[src/rtl/decoder_sweep_misr.sv]
// decoder_sweep_misr: sweeps a packed decoder stimulus counter, drives dual-rail a_o, compacts resp_i into a MISR.
// Defining DECODER_SWEEP_TRACE_EN adds a valid/ready trace port that gates each sample.
module decoder_sweep_misr #(
  parameter int CNT_W = 15,
  parameter int RESP_W = 211,
  parameter int SIG_W = 32,
  parameter logic [SIG_W-1:0] POLY = SIG_W'(32'h04C11DB7),
  parameter logic [SIG_W-1:0] SEED = '0,
  parameter int SETTLE = 1,
  localparam int EXT_W = CNT_W > 15 ? CNT_W - 15 : 1
) (
  input  logic              CLK,
  input  logic              nRESET,
  input  logic              start_i,
  input  logic              abort_i,
  input  logic [CNT_W-1:0]  lo_i,
  input  logic [CNT_W-1:0]  hi_i,
  input  logic [RESP_W-1:0] resp_i,
  output logic [25:0]       a_o,
  output logic [EXT_W-1:0]  ext_o,
  output logic [CNT_W-1:0]  cnt_o,
  output logic              busy_o,
  output logic              done_o,
  output logic              err_o,
  output logic [SIG_W-1:0]  sig_o
`ifdef DECODER_SWEEP_TRACE_EN
  ,
  output logic              trace_valid_o,
  input  logic              trace_ready_i,
  output logic [CNT_W-1:0]  trace_cnt_o,
  output logic [RESP_W-1:0] trace_resp_o
`endif
);
  typedef enum logic [1:0] {IDLE, RUN, DONE} state_t;
  localparam int ST_W = SETTLE > 0 ? $clog2(SETTLE + 1) : 1;
  localparam int NCH = (RESP_W + SIG_W - 1) / SIG_W;
  state_t state, state_n;
  logic [CNT_W-1:0] cnt, hi_q;
  logic [ST_W-1:0] settle;
  logic [SIG_W-1:0] fold, sig_n;
  logic [NCH*SIG_W-1:0] pad;
  logic at_sample, sample, err;
  assign at_sample = state == RUN && settle == ST_W'(SETTLE);
`ifdef DECODER_SWEEP_TRACE_EN
  assign trace_valid_o = at_sample;
  assign trace_cnt_o = cnt;
  assign trace_resp_o = resp_i;
  assign sample = at_sample && trace_ready_i && !abort_i;
`else
  assign sample = at_sample && !abort_i;
`endif
  // Odd rails carry {intr, cb, IR[7:0], state[2:0]} MSB first; even rails are the complements.
  for (genvar k = 0; k < 13; k++) begin : g_a
    assign a_o[2*k+1] = cnt[14-k];
    assign a_o[2*k] = ~cnt[14-k];
  end
  if (CNT_W > 15) begin : g_ext
    assign ext_o = cnt[CNT_W-1:15];
  end else begin : g_noext
    assign ext_o = 1'b0;
  end
  always_comb begin
    pad = (NCH*SIG_W)'(resp_i);
    fold = '0;
    for (int i = 0; i < NCH; i++) fold = fold ^ pad[i*SIG_W +: SIG_W];
  end
  assign sig_n = {sig_o[SIG_W-2:0], 1'b0} ^ (sig_o[SIG_W-1] ? POLY : '0) ^ fold;
  assign cnt_o = cnt;
  assign busy_o = state == RUN;
  assign done_o = state == DONE;
  assign err_o = err;
  always_comb begin
    state_n = state;
    if (abort_i) state_n = IDLE;
    else if (state != RUN) state_n = start_i ? (hi_i < lo_i ? DONE : RUN) : state;
    else if (sample && cnt == hi_q) state_n = DONE;
  end
  always_ff @(posedge CLK or negedge nRESET)
    if (!nRESET) state <= IDLE;
    else state <= state_n;
  always_ff @(posedge CLK or negedge nRESET)
    if (!nRESET) begin
      cnt <= '0;
      hi_q <= '0;
      settle <= '0;
      sig_o <= SEED;
      err <= 1'b0;
    end else if (!abort_i) begin
      if (state != RUN) begin
        if (start_i) begin
          hi_q <= hi_i;
          sig_o <= SEED;
          settle <= '0;
          err <= hi_i < lo_i;
          if (!(hi_i < lo_i)) cnt <= lo_i;
        end
      end else if (sample) begin
        sig_o <= sig_n;
        if (cnt != hi_q) begin
          cnt <= cnt + 1'b1;
          settle <= '0;
        end
      end else if (!at_sample) settle <= settle + 1'b1;
    end
endmodule

[config.mk]
export PLATFORM = sky130hd
export DESIGN_NAME = decoder_sweep_misr
export DESIGN_NICKNAME = d
export VERILOG_FILES = /design/src/rtl/decoder_sweep_misr.sv
export SDC_FILE = /design/constraint.sdc
export NUM_CORES = 1
export LEC_CHECK = 0
export CORE_AREA = 2 2 126 128
export CTS_CLUSTER_DIAMETER = 40
export DETAILED_ROUTE_END_ITERATION = 8
export DIE_AREA = 0 0 128 130
export PLACE_DENSITY_LB_ADDON = 0.05
export SLEW_MARGIN = 25
export SYNTH_ARGS = -nofsm -noshare
export SYNTH_HDL_FRONTEND = slang
export SYNTH_SLANG_ARGS = --single-unit
[constraint.sdc]
create_clock -name CLK -period 2.9 [get_ports CLK]
set_clock_uncertainty 0.15 [all_clocks]
set_input_delay 0.435 -clock CLK [delete_from_list [all_inputs] [get_ports CLK]]
set_output_delay 0.435 -clock CLK [all_outputs]
set_load 0.01 [all_outputs]
==> qor.yml, run 1 <==
drt:
  num_vias: 5245
  postRouteAntennaNets: 0
  wl_per_cell_um: 16.5
  vias_per_cell: 4.72
  drt_iter0_markers: 282
  drc: 0
  totalWireLength_mm: 18.4
  firstDrtPassIters: 5
floorplanning:
  initial_utilization_pct: 35.6
  row_count: 46
  die_w_um: 128
  coreArea_um2: 15400
  die_area_um2: 16600
  io_pins: 322
  die_h_um: 130
global_route:
  antenna_found_initial: 0
  grt_overflow: 0
  track_usage_pct: 21.8
  grt_pass1_vias: 5380
  grt_pass1_wl_mm: 27.8
  grt_max_degree: 37
critical_path:
  critPathLaunch: "state[0]"
  crit_path_start_kind: "flip-flop"
  endpoint_kind: "primary output"
  critPathKind: "reg2out"
  cp_data_required_time_ns: 2.32
  regToRegEndpoint: "cnt_o[10]"
  ff2ff_path_depth: 6
  critPathArrivalTime_ns: 2.10
  cp_max_fo: 16
  timing.rr.start: "cnt_o[11]"
  crit_end: "busy_o"
  r2r_slack_ns: 0.37
placement:
  dp.cells: 1096
  gp_congestion: 0.921
  portBuffers: 320
  hpwl_mm: 15.7
outcome:
  status: "finished clean"
synthesis:
  yosysMostFrequentCell: "xnor2_1"
  synth_top_area_cell: "dfrtp_1"
  ys_ff_latch: 66
  synth_top_area_share_pct: 30.1
  ys.flop_type: "dfrtp_1"
  synth_area_leaders: "dfrtp_1 (30%), xnor2_1 (29%), xor2_1 (9.4%)"
  synthCells: 599
  synth_cell_types: 46
  synth_area_um2: 5490
  async_flop_share_pct: 100
  ys_top_cells_by_count: "xnor2_1 (180), dfrtp_1 (66), xor2_1 (59)"
  synth-seq-area-share_pct: 30.1
  avgSynthCellArea_um2: 9.17
  synth_edf_count: 0
  yosys_warnings: 0
  syn_nets: 859
clocking:
  cts_resized: 0
  cts_tree: "yes"
  clk_pin_slew_ns: 0.05
  htreeDepth: 3
  worstSkewPairLatency_ns: 0.33
  cts_hold_buf: 0
  cts_inserted_buffers: 9
  clk_path_buf_depth: 2
  postCtsSetupRepairBufs: 0
  cts_root_buf: "clkbuf_16"
  clock_sinks: 66
timing:
  tightest_slew_ns: 0.848
  finalCriticalPeriod_ns: 2.69
  finalCritPeriodShare_pct: 92.7
  hold_viol_final: 0
  setup_tns_ns: 0
  slew_headroom_pct: 43.5
  worst_hold_slack_ns: 0.0501
  setup_viol: 0
  rsz0062_at_grt: "no"
  maxSlewViolCount: 0
  clock.fmax_mhz: 372
finish:
  fin_cells: 1111
  diodes: 0
  syn2layout_area_growth_pct: 66.8
  fillers: 1338
  drive_above_1_share_pct: 5.44
  fin_nets: 1175
power:
  power.leakage_nw: 3.59
  peakVddDrop_v: 0.000301
  powerDensity_nw_per_um2: 496
job:
  maxCapViolCount: 0
worst_hold_path:
  hold_path.class: "in2async"
## power by group
group	leakage [nW]	switching [mW]	internal [mW]
logic	2.60	0.870	1.26
registers	0.844	0.220	1.07
clock network	0.152	0.390	0.730
## worst min path at each step
stage / from / endpoint / slack [ns]
final: nRESET / hi_q[3] / 0.05
after global placement: settle / settle / 0.34
after global routing: nRESET / hi_q[3] / 0.12
after floorplan: nRESET / cnt_o[0] / -0.01
after detailed placement: err_o / err_o / 0.36
after CTS: nRESET / cnt_o[5] / 0.09
## metal layers
layer | routed length [um] | part of all wire (%) | track usage, % | vias up
met5 | 0 | 0 | 0 | -
met4 | 489 | 2.7 | 8.47 | 0
met3 | 1140 | 6.2 | 4.06 | 31
met2 | 9940 | 54 | 41.7 | 214
met1 | 6800 | 37 | 23.9 | 2413
li1 | - | - | - | 2587
## cells by family (layout without fill, tap and decap cells)
group / after synthesis / count (layout) / synth area share [%]
XOR/XNOR: 239 / 239 / 38.1
AND/OR/NAND/NOR: 108 / 108 / 8.91
AO/OA/AOI/OAI: 92 / 92 / 10.5
flip-flops: 66 / 66 / 30.1
buffers and inverters: 62 / 382 / 5.70
multiplexers: 16 / 16 / 3.26
adder cells (fa/ha/maj): 15 / 15 / 3.42
other: 1 / 1 / 0.0683
## state kept, by name (all words and copies together) (netlist names)
signal  count
cnt_o      15
err_o       1
sig_o      32
settle      1
state       2
hi_q       15
## cell type report
| type | count | area (um2) | area share, % |
|---|---|---|---|
| Tap cell | 192 | 240 | 2.62 |
| Sequential cell | 66 | 1650 | 18.0 |
| Multi-Input combinational cell | 471 | 3530 | 38.5 |
| Inverter | 31 | 118 | 1.28 |
| Clock inverter | 2 | 35.0 | 0.382 |
| Timing Repair Buffer | 336 | 3320 | 36.2 |
| Clock buffer | 13 | 270 | 2.95 |
## critical path, stage by stage, from the launching register on
cell and delay [ns]:
dfrtp_1 0.41, nand2b_1 0.39, clkinv_2 0.38, clkdlybuf4s50_1 0.58
## per-stage QoR
stage | total power [mW] | area [um2] | worst slack (ns) | util [%]
CTS | 4.60 | 9160 | 0.214 | 59.4
detailed placement | 3.46 | 8850 | 0.0159 | 57.4
global route | 4.81 | 9160 | 0.0721 | 59.4
finish | 4.54 | 9160 | 0.213 | 59.4
floorplan | 2.40 | 5490 | 0.566 | -
global placement | 3.45 | 8850 | 0.0340 | 57.4
## placed cells by master, fill, tap and decap left out, types with 8 or more instances in the layout
cell             synthesis  final
o21ai_0                 39     39
nor3_1                   8      8
clkbuf_16                0      9
buf_4                   14     16
a21oi_1                 13     13
dfrtp_1                 66     66
nor2_1                  23     23
clkdlybuf4s50_1          0    319
nand2_1                 52     52
inv_1                   30     30
ha_1                    15     15
mux2_2                  15     15
xnor2_1                180    180
xor2_1                  59     59
Note: power is estimated with default switching activity, not from simulation.
==> inputs of run 2 (changes only) <==
--- a/config.mk
+++ b/config.mk
@@ -9,6 +9,7 @@
 export CTS_CLUSTER_DIAMETER = 40
 export DETAILED_ROUTE_END_ITERATION = 8
 export DIE_AREA = 0 0 128 130
+export GPL_TIMING_DRIVEN = 0
 export PLACE_DENSITY_LB_ADDON = 0.05
 export SLEW_MARGIN = 25
 export SYNTH_ARGS = -nofsm -noshare
==> run 2 against run 1 <==
Die area is the same. Sequential power hardly changed. Total power grew 1.6%. Fmax shrank 3.0%. Cell count increased by 1.5%. Hold slack gained 0.26 ns. Critical path type unchanged. Largest cell class unchanged.
==> qor.yml, run 2 (synthesis gave the netlist of run 1 again) <==
critical_path:
  crit_path_start_kind: "flip-flop"
  regToRegEndpoint: "cnt_o[10]"
  crit_path_max_incr_delay_ns: 0.63
  cp_data_required_time_ns: 2.32
  endpoint_kind: "primary output"
  critPathArrivalTime_ns: 2.19
  r2r_slack_ns: 0.45
  cp_cell_sequence: "nand2b_1 -> buf_6 -> clkinv_2 -> clkbuf_1 -> clkdlybuf4s50_1"
  cp_max_fo: 10
  critPathKind: "reg2out"
  crit_slowest_cell: "clkdlybuf4s50_1"
  crit_family: "buffers and inverters"
  crit_buf_inv: 4
  ff2ff_path_depth: 7
  timing.rr.start: "cnt_o[4]"
placement:
  hpwl_mm: 15.6
  portBuffers: 319
  gp_congestion: 0.907
  dp.cells: 1111
  post-place-ws_ns: -0.590
timing:
  setup_tns_ns: 0
  clock.fmax_mhz: 361
  setup_ws_ns: 0.129
  tightest_slew_ns: 0.738
  rsz0062_at_grt: "no"
  finalCritPeriodShare_pct: 95.6
  finalCriticalPeriod_ns: 2.77
  worst_hold_slack_ns: 0.306
  slew_headroom_pct: 50.6
  setup_viol: 0
  hold_viol_final: 0
  maxSlewViolCount: 0
global_route:
  grt_pass1_vias: 5420
  antenna_found_initial: 2
  grt_util_met2_pct: 41.4
  globalRouteMet3Util_pct: 4.59
  grt_max_degree: 41
  grt_overflow: 0
  grt_busiest_layer: "met2"
  grt_pass1_wl_mm: 27.6
  grt.met1_usage_pct: 22.6
  track_usage_pct: 21.4
floorplanning:
  die_area_um2: 16600
  initial_utilization_pct: 35.6
  io_pins: 322
  die_w_um: 128
  coreArea_um2: 15400
  row_count: 46
  die_h_um: 130
outcome:
  status: "finished clean"
drt:
  totalWireLength_mm: 18.1
  firstDrtPassIters: 5
  vias_per_cell: 4.75
  drc: 0
  drt_iter0_markers: 294
  wl_per_cell_um: 16.0
  num_vias: 5356
  postRouteAntennaNets: 0
worst_hold_path:
  min_to: "state[0]"
  min_path_cells: 2
  hold_path.startpoint: "abort_i"
  hold_path.class: "in2reg"
power:
  pwr-share-seq_pct: 28.0
  p_clk_share_pct: 24.3
  p_int_mw: 3.13
  peakVddDrop_v: 0.000282
  switching_share_pct: 32.2
  power.leakage_nw: 3.64
  switchingPower_mw: 1.48
  pwr-share-comb_pct: 47.7
  p_total_mw: 4.61
  powerDensity_nw_per_um2: 497
finish:
  largest_reg_flops: 32
  final_cell_mix: "clkdlybuf4s50_1 (318), xnor2_1 (180), dfrtp_1 (66)"
  syn2layout_area_growth_pct: 69.0
  drive_above_1_share_pct: 6.20
  fillers: 1383
  fin_cells: 1128
  layout_commonest_cell: "clkdlybuf4s50_1"
  regMostFlops: "sig_o"
  fin_nets: 1191
clocking:
  htreeDepth: 3
  cts_root_buf: "clkbuf_16"
  clk_path_buf_depth: 2
  clk_pin_slew_ns: 0.05
  postCtsSetupRepairBufs: 0
  clock_sinks: 66
  cts_inserted_buffers: 9
  worstSkewPairLatency_ns: 0.33
  cts_tree: "yes"
job:
  maxCapViolCount: 0
-- run 2: cell types whose count changed in the layout (fill, tap and decap cells not counted), sizes merged --
cell	delta
buf	+5
clkbuf	+11
clkdlybuf4s50	-1
diode	+1
dlygate4sd3	+1
-- run 2: through the flow --
stage                     cell area (um2)  util (%)
after CTS                            9270      60.1
final                                9280      60.2
after global placement               8920      57.9
after floorplan                      5490         -
after global routing                 9280      60.2
after detailed placement             8940      58.0
-- run 2: how the worst max path moves through the flow --
stage / start / endpoint / slack (ns) / cells past startpoint
2_1_floorplan: lo_i[6] / cnt_o[4] / 0.57 / 9
3_3_place_gp: nRESET / sig_o[12] / -1.09 / 1
3_5_place_dp: lo_i[2] / cnt_o[11] / -0.59 / 9
4_1_cts: lo_i[10] / cnt_o[11] / 0.09 / 9
5_1_grt: lo_i[2] / cnt_o[0] / 0.05 / 9
6_report: state[1] / busy_o / 0.13 / 5
-- run 2: routing by layer --
metal | share of wire, % | vias up
met5 | 0.072 | -
li1 | - | 2615
met2 | 55 | 251
met4 | 2.6 | 2
met3 | 7.0 | 35
met1 | 35 | 2453
-- run 2: area by class of cell --
cell class                      instances  area [um2]  area share, %
Sequential cell                        66        1650           17.8
Clock inverter                          2        35.0          0.377
Timing Repair Buffer                  321        3220           34.7
Multi-Input combinational cell        471        3550           38.2
Buffer                                 31         195           2.10
Clock buffer                           13         270           2.91
Tap cell                              192         240           2.59
Antenna cell                            1        2.50         0.0270
Inverter                               31         118           1.27
-- run 2: repair_timing --
item                                   4_1_cts  5_1_grt
pin swaps                                    0        1
endpoints found under the hold margin       26        0
resized for setup                            2        3
hold buffers                                 1        0
setup endpoints to repair                   15        6
-- run 2: power groups by stage --
stage / Combinational [mW] / Clock [mW] / Sequential (mW)
after floorplan: 1.10 / 0 / 1.30
after global placement: 2.18 / 0 / 1.29
after detailed placement: 2.21 / 0 / 1.30
after CTS: 2.22 / 1.14 / 1.29
after global routing: 2.38 / 1.18 / 1.32
final: 2.20 / 1.12 / 1.29
